`src/rtl/pipe_pkg.sv`:
```
// Shared pipeline definitions: default datapath widths and the MEM->WB payload layout.
package pipe_pkg;

    localparam int PIPE_XLEN       = 32;
    localparam int PIPE_REG_ADDR_W = 5;

    // Field order is the packing order used by every stage that moves this payload.
    typedef struct packed {
        logic [PIPE_XLEN-1:0]       alu;
        logic [PIPE_XLEN-1:0]       pc;
        logic [PIPE_XLEN-1:0]       ldata;
        logic                       is_load;
        logic [PIPE_REG_ADDR_W-1:0] rd;
        logic                       we;
    } mem_wb_payload_t;

endpackage

```
`src/rtl/pipe_skid_buf.sv`:
```
// Generic valid/ready pipeline register. MEM_WB_SKID_EN adds a skid entry (S) behind the
// main entry (M) so In_Ready is registered; otherwise a single entry with combinational In_Ready.
module pipe_skid_buf #(
    parameter int W = 8
) (
    input  logic         Clk,
    input  logic         Reset,
    input  logic         Flush,
    input  logic         In_Valid,
    output logic         In_Ready,
    input  logic [W-1:0] In_Data,
    output logic         Out_Valid,
    input  logic         Out_Ready,
    output logic [W-1:0] Out_Data
);

    logic         m_valid;
    logic [W-1:0] m_data;
    logic         accept;
    logic         xfer_out;

    assign xfer_out  = m_valid & Out_Ready;
    // Flush wins over a same-cycle accept, so the incoming payload is simply dropped.
    assign accept    = In_Valid & In_Ready & ~Flush;
    assign Out_Valid = m_valid;
    assign Out_Data  = m_data;

`ifdef MEM_WB_SKID_EN
    logic         s_valid;
    logic [W-1:0] s_data;
    logic         m_free;

    // S can only be occupied while M is held, so In_Ready never depends on Out_Ready.
    assign In_Ready = ~s_valid;
    assign m_free   = ~m_valid | xfer_out;

    // NOTE: sequential state uses non-blocking assignments so every flop samples pre-edge values.
    always_ff @(posedge Clk or posedge Reset) begin
        if (Reset) begin
            m_valid <= 1'b0;
            s_valid <= 1'b0;
        end else if (Flush) begin
            m_valid <= 1'b0;
            s_valid <= 1'b0;
        end else if (m_free) begin
            // When S is full no accept is possible, so at most one of these sources is live.
            m_valid <= s_valid | accept;
            s_valid <= 1'b0;
        end else if (accept) begin
            s_valid <= 1'b1;
        end
    end

    // NOTE: payload registers are reset because WB outputs must read zero after Reset;
    // Flush only drops the valid bits and leaves the payload untouched.
    always_ff @(posedge Clk or posedge Reset) begin
        if (Reset) begin
            m_data <= '0;
            s_data <= '0;
        end else begin
            if (m_free && s_valid) begin
                m_data <= s_data;
            end else if (m_free && accept) begin
                m_data <= In_Data;
            end
            if (!m_free && accept) begin
                s_data <= In_Data;
            end
        end
    end
`else
    assign In_Ready = ~m_valid | Out_Ready;

    always_ff @(posedge Clk or posedge Reset) begin
        if (Reset) begin
            m_valid <= 1'b0;
        end else if (Flush) begin
            m_valid <= 1'b0;
        end else if (In_Ready) begin
            m_valid <= In_Valid;
        end
    end

    always_ff @(posedge Clk or posedge Reset) begin
        if (Reset) begin
            m_data <= '0;
        end else if (accept) begin
            m_data <= In_Data;
        end
    end
`endif

endmodule

```
`src/rtl/mem_wb_stage.sv`:
```
// MEM->WB pipeline stage with handshake, flush, x0-qualified write enable and write-back mux.
// Build option: define MEM_WB_SKID_EN for the two-entry skid variant with registered In_Ready.
module mem_wb_stage
    import pipe_pkg::*;
#(
    parameter int XLEN       = PIPE_XLEN,
    parameter int REG_ADDR_W = PIPE_REG_ADDR_W
) (
    input  logic                  Clk,
    input  logic                  Reset,
    input  logic                  Flush,
    input  logic                  In_Valid,
    output logic                  In_Ready,
    input  logic [XLEN-1:0]       Alu_Out_MEM,
    input  logic [XLEN-1:0]       PC_MEM,
    input  logic [XLEN-1:0]       Loaded_Data_MEM,
    input  logic                  I_Type_Load_MEM,
    input  logic [REG_ADDR_W-1:0] rd_MEM,
    input  logic                  Write_Enable_MEM,
    output logic                  Out_Valid,
    input  logic                  Out_Ready,
    output logic [XLEN-1:0]       Alu_Out_WB,
    output logic [XLEN-1:0]       PC_WB,
    output logic [XLEN-1:0]       Loaded_Data_WB,
    output logic                  Write_Back_Control_WB,
    output logic [REG_ADDR_W-1:0] rd_WB,
    output logic                  Write_Enable_WB,
    output logic [XLEN-1:0]       Wb_Data_WB
);

    // Same field order as pipe_pkg::mem_wb_payload_t, sized by this instance's parameters.
    typedef struct packed {
        logic [XLEN-1:0]       alu;
        logic [XLEN-1:0]       pc;
        logic [XLEN-1:0]       ldata;
        logic                  is_load;
        logic [REG_ADDR_W-1:0] rd;
        logic                  we;
    } payload_t;

    payload_t in_payload;
    payload_t out_payload;

    assign in_payload = '{
        alu:     Alu_Out_MEM,
        pc:      PC_MEM,
        ldata:   Loaded_Data_MEM,
        is_load: I_Type_Load_MEM,
        rd:      rd_MEM,
        we:      Write_Enable_MEM
    };

    pipe_skid_buf #(
        .W($bits(payload_t))
    ) u_buf (
        .Clk       (Clk),
        .Reset     (Reset),
        .Flush     (Flush),
        .In_Valid  (In_Valid),
        .In_Ready  (In_Ready),
        .In_Data   (in_payload),
        .Out_Valid (Out_Valid),
        .Out_Ready (Out_Ready),
        .Out_Data  (out_payload)
    );

    assign Alu_Out_WB            = out_payload.alu;
    assign PC_WB                 = out_payload.pc;
    assign Loaded_Data_WB        = out_payload.ldata;
    assign Write_Back_Control_WB = out_payload.is_load;
    assign rd_WB                 = out_payload.rd;

    // x0 is hard-wired zero, so a write to it is never presented to the register file.
    assign Write_Enable_WB = Out_Valid & out_payload.we & (out_payload.rd != '0);
    assign Wb_Data_WB      = out_payload.is_load ? out_payload.ldata : out_payload.alu;

endmodule
```
`config.mk`:
```
export PLATFORM = sky130hd
export DESIGN_NAME = mem_wb_stage
export DESIGN_NICKNAME = d
export VERILOG_FILES = /design/src/rtl/pipe_pkg.sv /design/src/rtl/pipe_skid_buf.sv /design/src/rtl/mem_wb_stage.sv
export SDC_FILE = /design/constraint.sdc
export NUM_CORES = 1
export LEC_CHECK = 0
export ABC_AREA = 0
export BUFFER_PORTS_ARGS = -buffer_cell sky130_fd_sc_hd__buf_2
export CAP_MARGIN = 25
export CORE_MARGIN = 2
export CORE_UTILIZATION = 30
export DETAILED_ROUTE_END_ITERATION = 8
export SYNTH_ARGS = -nofsm -noshare
export SYNTH_HDL_FRONTEND = slang
export SYNTH_SLANG_ARGS = --single-unit
```
`constraint.sdc`:
```
create_clock -name Clk -period 3.48 [get_ports Clk]
set_input_delay 0.522 -clock Clk [delete_from_list [all_inputs] [get_ports Clk]]
set_output_delay 0.522 -clock Clk [all_outputs]
set_load 0.02 [all_outputs]
```
* Word level (Yosys, flattened, before mapping)
Cells that the tools add are included.
** Cells by class
- Mux-type cells :: 3
- Bitwise logic cells :: 7
- Reductions and logical operators :: 2
** Operators by type and width (number)
- $mux W32 :: 1
- $reduce_bool A5 Y1 :: 1
- $and A1 B1 Y1 :: 4
- $mux W1 :: 2
- $not A1 Y1 :: 2
- $reduce_bool A2 Y1 :: 1
- $or A1 B1 Y1 :: 1
** Storage, ports and cells
- Output and inout bits :: 137
- Bits of input ports :: 108
- Logic and storage cells :: 14
- Register bits :: 104

* Depth between registers and ports, before layout
Gate-level depths: netlist of the first run.
- Depth after elaboration :: 4
- Depth in mapped cells :: 5
- Mapped depth without buffers :: 3

* Hierarchy
From an unflattened synthesis of the first run, not the netlist that was laid out.
** Second synthesis, totals
- Cells, all modules :: 262
- Area, all modules :: 4321.6 um^2
** By module, submodules not included
- pipe_skid_buf :: instances 1, cells an instance 224, area an instance 3903.7 um^2, sequential area each 2602.5 um^2
- mem_wb_stage :: instances 1, cells an instance 38, area an instance 417.9 um^2, sequential area each 0.0 um^2

* Worst setup path after synthesis of the first run
Ideal clock, no wire load.
- Kind :: register to output
- From :: register u_buf.m_data[6] (netlist: u_buf.Out_Data[6])
- To :: output port Wb_Data_WB[0]
- Path slack :: 1.666 ns
- Data arrival time :: 1.292 ns
- Data required time :: 2.958 ns
- Path buffers :: 2
- Stages on the path, launching flop included :: 4
- Path through :: dfrtp_1 > clkbuf_1 > buf_2 > mux2_2
** Between the ends
- Word-level cells in the longest chain between the ends :: 1
** Ends and longest elaborated chain
- start, declared :: RTL line pipe_skid_buf.sv:18 : logic [W-1:0] m_data;
- start signal, assigned :: RTL line pipe_skid_buf.sv:88 : m_data <= In_Data;
- $mux W32 :: RTL line mem_wb_stage.sv:75 : assign Wb_Data_WB = out_payload.is_load ? out_payload.ldata : out_payload.alu;
- end, declared :: RTL line mem_wb_stage.sv:28 : output logic [XLEN-1:0] Wb_Data_WB
No other way between the ends.

* Worst setup path after layout of the first run
- From :: register u_buf.m_data[6] (netlist: u_buf.Out_Data[6])
- To :: output port Wb_Data_WB[14]
The elaborated chain is that of the path after synthesis.

==> qor.txt, run 1 <==
Least-Margin Pin Slew -> 0.902 ns
ant diodes -> 0
# clock sinks -> 104
sequential cell area -> 2600 um2
Worst path slowest cell -> dfrtp_2
hold_ws -> 0.252 ns
Hold Path Class -> primary input to async pin
Internal Power -> 0.00245 W
total power draw -> 0.00369 W
initial core utilization -> 0.306
Power Density -> 608 nW/um2
most frequent cell after synthesis -> dfrtp_1
first-pass GRT wire length -> 17100 um
Avg Cell Area, Syn -> 13.9 um2
slew margin rel. -> 0.399
EDFF count, synth -> 0
post-synthesis register bit count -> 104
asr flop ratio synth -> 1.00
synthesis-to-finish area growth -> 20.0%
Static Leak -> 2.94 nW
startpoint types -> flip-flop
max_cap viols -> 0
final WL -> 10700 um
Post-synth top cells -> dfrtp_1, buf_4, mux2_1
multi-input logic area -> 1580 um2
Syn. warnings -> 0
WP data required -> 2.96 ns
Fin Clk Skew -> 0.00717 ns
Yosys top cell area share -> 0.514
Syn Nets -> 471
grt ovf -> 0
CP endpoint kind -> primary output
postcts setup bufs -> 0
TritonCTS clock tree -> built
Syn Inst Count -> 363
Die Area -> 17900 um2
routability cong. -> 0.744
number of CTS-inserted buffers -> 9
I/O Pins -> 245
Initial DRC Count -> 67
Die Span Y -> 134 um
Comb pwr share -> 0.305
vias in the first global route -> 3300
peak supply drop -> 0.226 mV
Buffers on Ports -> 244
pre-CTS setup slack -> 1.34 ns
FP Rows -> 47
HPWL after DPL -> 8020 um
top cells by area, synth -> dfrtp_1, mux2_1, buf_4
Final ANT Viol Nets -> 0
CP cell instances -> mux2_2, buf_2
RSZ-0062 raised after global routing -> no
final cell count without fillers -> 734
sw frac -> 0.337
ys flop type -> dfrtp_1
Final Critical Period -> 2.43 ns
Clk network pwr share -> 0.268
Routed WL per cell -> 14.5 um
core area -> 16500 um2
Longest Clk Path Bufs -> 2
critical path data arrival time -> 1.91 ns
gr usage total -> 0.122
1st-pass router iterations -> 4
layout cells sized above 1 -> 0.652
crit-path max cell delay -> 0.96 ns
Worst Setup Path Type -> flip-flop to primary output
via count -> 3081
Fill cells -> 1633
worst-path maximum fanout -> 34
largest net degree at the start of global routing -> 60
Cells after DPL -> 719
final hold vios -> 0
clock slew at reported path FFs -> 0.07 ns
Seq/Total Area, Yosys -> 0.514
crit-path leading delay family -> flip-flops
Setup violations, final -> 0
Post-CTS Resized -> 0
fin crit share -> 0.698
outcome -> finished, final reports clean
H-tree depth -> 3
Vias/cell -> 4.20
initial antenna violation count -> 0
Synth area leader -> dfrtp_1
setup TNS -> 0 ns
clock latency at the later pin of the worst-skew pair -> 0.34 ns
final net count -> 618
Sw Pwr -> 0.00125 W
Post-Syn Area -> 5060 um2
Die Span X -> 134 um
setup ws final -> 1.05 ns
Root Driver -> clkbuf_16
fmax -> 412 MHz
final number of max-transition violations -> 0
Reg power frac -> 0.427
CTS Hold Buffers Added -> 0
# DRC -> 0
Crit path buffers/inverters -> 1
Yosys cell types -> 13
-- state kept, by name, indices dropped and copies added (netlist names) --
signal / count
u_buf.Out_Data: 103
u_buf.Out_Valid: 1
-- layer usage --
| layer | track usage | part of all wire | vias to the layer above |
|---|---|---|---|
| met4 | 0.0473 | 0.018 | 0 |
| li1 | - | - | 1429 |
| met1 | 0.148 | 0.41 | 1495 |
| met3 | 0.0420 | 0.085 | 16 |
| met5 | 0 | 0 | - |
| met2 | 0.199 | 0.48 | 141 |
-- power groups by stage --
stage	clock [W]	combinational (W)	sequential, W
global placement	0	0.00113	0.00159
detailed placement	0	0.00114	0.00160
floorplan	0	0.00105	0.00153
finish	0.000989	0.00113	0.00158
CTS	0.00104	0.00115	0.00158
global route	0.00110	0.00120	0.00161
-- path summary, 6_finish.rpt --
check                                   start            endpoint  slack [ns]  cells past startpoint
setup / recovery            u_buf.Out_Data[6]      Wb_Data_WB[14]        1.05                      2
hold / removal                          Reset  u_buf.Out_Data[22]        0.25                      2
setup reg to reg              u_buf.Out_Valid  u_buf.Out_Data[18]        1.51                      4
hold reg to reg            u_buf.Out_Data[50]  u_buf.Out_Data[50]        0.48                      1
max in group asynchronous               Reset   u_buf.Out_Data[6]        2.49                      3
min in group Clk                        Flush     u_buf.Out_Valid        0.38                      2
-- area by class of cell --
cell class / instances / share of cell area
flip-flops and latches: 104 / 0.429
multi-input cells: 141 / 0.260
repair buffers: 252 / 0.217
well taps: 220 / 0.0453
clock buffers: 10 / 0.0377
clock inverters: 5 / 0.00968
inverters: 2 / 0.00165
-- through the flow --
stage          area [um2]  utilization
2_1_floorplan        5060            -
3_3_place_gp         5780        0.350
3_5_place_dp         5780        0.350
4_1_cts              6070        0.367
5_1_grt              6070        0.367
6_report             6070        0.367
-- worst register-to-register path, delay by kind of cell (launching register included) --
kind | cells | cell delay (ns)
multiplexers | 1 | 0.38
flip-flops | 1 | 0.41
AND/OR/NAND/NOR | 2 | 0.77
buffers and inverters | 1 | 0.30
-- kinds of logic (layout without fill, tap and decap cells) --
logic type	count (synthesis)	after routing	share of synthesized area
AND/OR/NAND/NOR	5	5	0.00792
buffers and inverters	118	269	0.175
flip-flops	104	104	0.514
multiplexers	135	135	0.301
AO/OA/AOI/OAI	1	1	0.00198
-- layout by cell type, fill, tap and decap left out --
master	synthesis	routed
buf_2	6	244
dfrtp_1	104	103
mux2_1	70	70
mux2_2	65	65
clkbuf_16	0	9
buf_4	102	5
buf_12	0	3
nor2_1	2	2
clkinvlp_4	0	2
nor2b_4	1	1
nor3b_4	0	1
or3_1	1	1
o311a_1	1	1
inv_1	2	1
inv_4	0	1
bufinv_16	0	1
clkbuf_1	1	1
clkinv_4	0	1
clkinv_2	0	1
dfrtp_2	0	1
No activity file was read; power rests on OpenSTA's default activity.
==> run 2: changes to the inputs <==
Clock period 3.48 ns to 2.1 ns, I/O delays scaled along.
==> run 2 against run 1 <==
Net effect: sequential share of layout area down 0.25 points; critical path type unchanged; non-clock buffer count increased by 2; sequential power grew 62%; clock power is 68% higher; flip-flop and latch count stayed put.
==> qor.txt, run 2 (synthesis gave the netlist of run 1 again) <==
final core occ -> 0.370 (was 0.367)
most frequent cells in the layout -> buf_2, dfrtp_1, mux2_1 (unchanged)
Final Critical Period -> 1.88 ns
peak supply drop -> 0.418 mV (was 0.226 mV)
Largest register FFs -> 103 (unchanged)
outcome -> finished, final reports clean (unchanged)
fmax -> 532 MHz
Hold Path Class -> primary input to flip-flop (was primary input to async pin)
Setup violations, final -> 0 (unchanged)
commonest non-fill, non-tap cell in the layout -> buf_2 (unchanged)
grt ovf -> 0 (unchanged)
1st-pass router iterations -> 4 (unchanged)
fin crit share -> 0.895
Routed WL per cell -> 14.6 um (was 14.5 um)
Power Density -> 1010 nW/um2 (was 608 nW/um2)
gr usage total -> 0.118 (was 0.122)
final WL -> 10700 um (about the same)
# DRC -> 0 (unchanged)
FP Rows -> 47 (unchanged)
CP endpoint kind -> primary output (unchanged)
Die Area -> 17900 um2 (unchanged)
initial antenna violation count -> 0 (unchanged)
Sw Pwr -> 0.00208 W (was 0.00125 W)
clock slew at reported path FFs -> 0.07 ns (about the same)
Clk network pwr share -> 0.270 (was 0.268)
Worst path slowest cell -> dfrtp_1 (was dfrtp_2)
core area -> 16500 um2 (unchanged)
Root Driver -> clkbuf_16 (unchanged)
Least-Margin Pin Slew -> 0.432 ns (was 0.902 ns)
CP cell instances -> or3_1, o311a_1, buf_2 (was mux2_2, buf_2)
HPWL after DPL -> 8120 um (was 8020 um)
first-pass GRT wire length -> 16600 um (was 17100 um)
postcts setup bufs -> 0 (unchanged)
Vias/cell -> 4.21 (was 4.20)
final number of max-transition violations -> 0 (unchanged)
worst-path maximum fanout -> 3 (was 34)
final cell count without fillers -> 737 (was 734)
sw frac -> 0.337 (about the same)
Fin Clk Skew -> 0.00720 ns (was 0.00717 ns)
startpoint types -> flip-flop (unchanged)
Post-CTS Resized -> 0 (unchanged)
routability cong. -> 0.765 (was 0.744)
Die Span X -> 134 um (unchanged)
critical path data arrival time -> 1.56 ns (was 1.91 ns)
# clock sinks -> 104 (unchanged)
slew margin rel. -> 0.712 (was 0.399)
vias in the first global route -> 3308 (was 3300)
Initial DRC Count -> 61 (was 67)
layout cells sized above 1 -> 0.648 (was 0.652)
max_cap viols -> 0 (unchanged)
Final ANT Viol Nets -> 0 (unchanged)
WP data required -> 1.78 ns (was 2.96 ns)
final hold vios -> 0 (unchanged)
Cells after DPL -> 720 (was 719)
largest net degree at the start of global routing -> 48 (was 60)
synthesis-to-finish area growth -> 20.7% (was 20.0%)
number of CTS-inserted buffers -> 9 (unchanged)
CTS Hold Buffers Added -> 1 (was 0)
crit-path max cell delay -> 0.40 ns (was 0.96 ns)
ant diodes -> 0 (unchanged)
Internal Power -> 0.00408 W (was 0.00245 W)
setup TNS -> 0 ns (unchanged)
Static Leak -> 2.95 nW (was 2.94 nW)
I/O Pins -> 245 (unchanged)
clock latency at the later pin of the worst-skew pair -> 0.34 ns (about the same)
Longest Clk Path Bufs -> 2 (unchanged)
Worst Setup Path Type -> flip-flop to primary output (unchanged)
RSZ-0062 raised after global routing -> no (unchanged)
final net count -> 620 (was 618)
initial core utilization -> 0.306 (unchanged)
Die Span Y -> 134 um (unchanged)
Reg power frac -> 0.416 (was 0.427)
via count -> 3100 (was 3081)
Comb pwr share -> 0.313 (was 0.305)
H-tree depth -> 3 (unchanged)
TritonCTS clock tree -> built (unchanged)
Buffers on Ports -> 244 (unchanged)
[run 2: worst paths after layout]
| path | startpoint | endpoint | slack [ns] | cells past startpoint |
|---|---|---|---|---|
| setup / recovery | u_buf.Out_Data[2] | Write_Enable_WB | 0.22 | 3 |
| min in group asynchronous | Reset | u_buf.Out_Data[52] | 0.52 | 3 |
| setup reg to reg | u_buf.Out_Valid | u_buf.Out_Data[18] | 0.34 | 4 |
| hold reg to reg | u_buf.Out_Data[48] | u_buf.Out_Data[48] | 0.48 | 1 |
| max in group asynchronous | Reset | u_buf.Out_Data[68] | 1.00 | 4 |
| hold / removal | Flush | u_buf.Out_Valid | 0.18 | 2 |
[run 2: cell type report]
| class | count | area, um2 |
|---|---|---|
| clock inverters | 4 | 55.1 |
| inverters | 2 | 11.3 |
| well taps | 220 | 275 |
| repair buffers | 254 | 1350 |
| multi-input cells | 141 | 1580 |
| flip-flops and latches | 104 | 2600 |
| clock buffers | 12 | 236 |
| fillers | 1635 | 10400 |
[run 2: through the flow]
step	power [W]	setup WS [ns]	hold WS, ns	cell area (um2)
6_report	0.00615	0.220	0.176	6110
5_1_grt	0.00652	0.151	0.156	6110
4_1_cts	0.00628	0.192	0.149	6110
3_5_place_dp	0.00456	0.340	0.342	5810
3_3_place_gp	0.00451	0.378	0.334	5810
2_1_floorplan	0.00427	0.487	0.381	5060
[run 2: worst max-delay path, delay by kind of cell, from the launching register on]
| family | cells | cell delay (ns) |
|---|---|---|
| DFF | 1 | 0.40 |
| and+or+nand+nor | 1 | 0.37 |
| AOI/OAI and AO/OA | 1 | 0.29 |
| buffers and inverters | 1 | 0.16 |
[run 2: routing by layer]
metal	GRT usage	routed length (um)	part of all wire	up-vias
li1	-	-	-	1429
met1	0.139	4290	0.40	1503
met2	0.198	5290	0.49	146
met3	0.0306	846	0.079	22
met4	0.0644	310	0.029	0
met5	0	0	0	-
[run 2: power groups by stage]
| stage | sequential (W) | combinational [W] | clock [W] |
|---|---|---|---|
| after CTS | 0.00257 | 0.00195 | 0.00175 |
| final | 0.00256 | 0.00193 | 0.00166 |
| after detailed placement | 0.00261 | 0.00195 | 0 |
| after floorplan | 0.00254 | 0.00174 | 0 |
| after global routing | 0.00261 | 0.00205 | 0.00185 |
| after global placement | 0.00259 | 0.00193 | 0 |
==> run 3: changes to the inputs <==
Settings changed: ABC_AREA 0 to 1, BUFFER_PORTS_ARGS -buffer_cell sky130_fd_sc_hd__buf_2 to -buffer_cell sky130_fd_sc_hd__clkbuf_2, TNS_END_PERCENT set to 10.
==> run 3 against run 2 <==
Net effect: sequential power about the same; synthesized area up 5.0%; via count up 44%; setup slack worse by 0.030 ns; fmax down 1.6%; power down 4.1%; global-route usage up 3.3 points; cell count up 38%; die area up 4.8%; core utilization down 0.46 points; largest cell class unchanged; largest power group unchanged.
==> qor.txt, run 3 <==
Least-Margin Pin Slew -> 0.611 ns (was 0.432 ns)
core area -> 17300 um2 (was 16500 um2)
Post-synth top cells -> nand2_1, dfrtp_1, nand3_1 (was dfrtp_1, buf_4, mux2_1)
slew margin rel. -> 0.592 (was 0.712)
startpoint types -> flip-flop (unchanged)
CP Launch Point -> u_buf.Out_Data[6] (was u_buf.Out_Data[2])
Crit path buffers/inverters -> 2 (was 1)
setup TNS -> 0 ns (unchanged)
Die Span Y -> 137 um (was 134 um)
TritonCTS clock tree -> built (unchanged)
FP Rows -> 48 (was 47)
WP data required -> 1.78 ns (about the same)
max_cap viols -> 0 (unchanged)
gr usage total -> 0.151 (was 0.118)
Initial DRC Count -> 216 (was 61)
ant diodes -> 0 (unchanged)
grt ovf -> 0 (unchanged)
Final ANT Viol Nets -> 0 (unchanged)
Reg2Reg Depth -> 5 (was 4)
Yosys top cell area share -> 0.490 (was 0.514)
CP endpoint kind -> primary output (unchanged)
crit-path max cell delay -> 0.64 ns (was 0.40 ns)
most frequent cells in the layout -> clkbuf_2, nand2_1, nand3_1 (was buf_2, dfrtp_1, mux2_1)
Power Density -> 935 nW/um2 (was 1010 nW/um2)
asr flop ratio synth -> 1.00 (unchanged)
final number of max-transition violations -> 0 (unchanged)
CTS Hold Buffers Added -> 0 (was 1)
Seq/Total Area, Yosys -> 0.490 (was 0.514)
setup ws final -> 0.190 ns (was 0.220 ns)
Static Leak -> 3.66 nW (was 2.95 nW)
Setup violations, final -> 0 (unchanged)
most frequent cell after synthesis -> nand2_1 (was dfrtp_1)
Longest Clk Path Bufs -> 2 (unchanged)
Crit path depth -> 4 (was 3)
Hold Path Class -> primary input to async pin (was primary input to flip-flop)
outcome -> finished, final reports clean (unchanged)
flop2flop setup slack -> 0.66 ns (was 0.34 ns)
1st-pass router iterations -> 4 (unchanged)
commonest non-fill, non-tap cell in the layout -> clkbuf_2 (was buf_2)
clock slew at reported path FFs -> 0.07 ns (about the same)
first-pass GRT wire length -> 21800 um (was 16600 um)
HPWL after DPL -> 10500 um (was 8120 um)
Avg Cell Area, Syn -> 7.99 um2 (was 13.9 um2)
crit-path leading delay family -> flip-flops (unchanged)
worst-path maximum fanout -> 41 (was 3)
# DRC -> 0 (unchanged)
initial core utilization -> 0.307 (was 0.306)
Die Span X -> 137 um (was 134 um)
Cells after DPL -> 1002 (was 720)
Die Area -> 18800 um2 (was 17900 um2)
Yosys cell types -> 13 (unchanged)
R2R Path End -> u_buf.Out_Data[79] (was u_buf.Out_Data[18])
Fin Clk Skew -> 0.00565 ns (was 0.00720 ns)
synthesis-to-finish area growth -> 18.9% (was 20.7%)
final cell count without fillers -> 1018 (was 737)
vias in the first global route -> 4034 (was 3308)
pre-CTS setup slack -> 0.553 ns (was 0.340 ns)
Worst path slowest cell -> dfrtp_2 (was dfrtp_1)
EDFF count, synth -> 0 (unchanged)
post-synthesis register bit count -> 104 (unchanged)
I/O Pins -> 245 (unchanged)
final net count -> 896 (was 620)
ys flop type -> dfrtp_1 (unchanged)
largest net degree at the start of global routing -> 104 (was 48)
Buffers on Ports -> 244 (unchanged)
Worst Setup Path Type -> flip-flop to primary output (unchanged)
CP cell instances -> buf_12, nand2_1, o21ai_0, clkbuf_2 (was or3_1, o311a_1, buf_2)
Syn Inst Count -> 665 (was 363)
Vias/cell -> 4.38 (was 4.21)
Syn Nets -> 773 (was 471)
routability cong. -> 0.781 (was 0.765)
fmax -> 524 MHz (was 532 MHz)
final WL -> 14500 um (was 10700 um)
number of CTS-inserted buffers -> 9 (unchanged)
# clock sinks -> 104 (unchanged)
Post-CTS Resized -> 0 (unchanged)
H-tree depth -> 3 (unchanged)
Syn. warnings -> 0 (unchanged)
reg-to-reg critical path startpoint -> u_buf.Out_Valid (unchanged)
RSZ-0062 raised after global routing -> no (unchanged)
Post-Syn Area -> 5310 um2 (was 5060 um2)
critical path data arrival time -> 1.59 ns (was 1.56 ns)
Root Driver -> clkbuf_16 (unchanged)
fin crit share -> 0.910 (was 0.895)
peak supply drop -> 0.450 mV (was 0.418 mV)
initial antenna violation count -> 0 (unchanged)
clock latency at the later pin of the worst-skew pair -> 0.34 ns (about the same)
final hold vios -> 0 (unchanged)
top cells by area, synth -> dfrtp_1, nand2_1, buf_4 (was dfrtp_1, mux2_1, buf_4)
Largest register FFs -> 103 (unchanged)
Routed WL per cell -> 14.2 um (was 14.6 um)
Final Critical Period -> 1.91 ns (was 1.88 ns)
end of the critical path -> Wb_Data_WB[6] (was Write_Enable_WB)
postcts setup bufs -> 0 (unchanged)
layout cells sized above 1 -> 0.344 (was 0.648)
via count -> 4462 (was 3100)
Synth area leader -> dfrtp_1 (unchanged)
-- run 3: worst min path at each step --
stage                          to  slack (ns)  cells past startpoint
3_3_place_gp   u_buf.Out_Data[60]        0.41                      2
2_1_floorplan     u_buf.Out_Valid        0.38                      1
3_5_place_dp   u_buf.Out_Data[60]        0.40                      2
4_1_cts        u_buf.Out_Data[61]        0.02                      2
6_report       u_buf.Out_Data[61]        0.03                      2
5_1_grt        u_buf.Out_Data[61]        0.04                      2
-- run 3: final cells by class --
type	count	area (um2)
fill	1861	11000
multi-input combinational	382	1630
sequential	104	2600
clock buffer	11	233
inverter	38	146
clock inverter	5	57.6
tap	225	282
timing repair buffer	253	1360
-- run 3: cell families after synthesis --
kind of cell	synth area share
AOI/OAI and AO/OA	0.0311
DFF	0.490
and+or+nand+nor	0.274
buffers and inverters	0.205
-- run 3: where the power goes --
part	switching, W	leakage [nW]	internal (W)
clock	0.000750	0.132	0.000924
sequential	0.000251	1.29	0.00229
combinational	0.00113	2.24	0.000552
total	0.00213	3.66	0.00377
-- run 3: per-layer routing --
metal,vias to the layer above,wire [um],GRT usage
met5,-,0,0
met4,0,107,0.0361
met3,6,1280,0.0481
met2,184,6790,0.250
met1,2053,6280,0.192
li1,2219,-,-
-- run 3: per-stage QoR --
step | utilization | hold slack, ns | area, um2 | power [W]
3_3_place_gp | 0.348 | 0.407 | 6020 | 0.00427
4_1_cts | 0.365 | 0.0186 | 6310 | 0.00599
2_1_floorplan | - | 0.378 | 5310 | 0.00395
6_report | 0.365 | 0.0278 | 6310 | 0.00590
3_5_place_dp | 0.348 | 0.404 | 6020 | 0.00429
5_1_grt | 0.365 | 0.0366 | 6310 | 0.00628
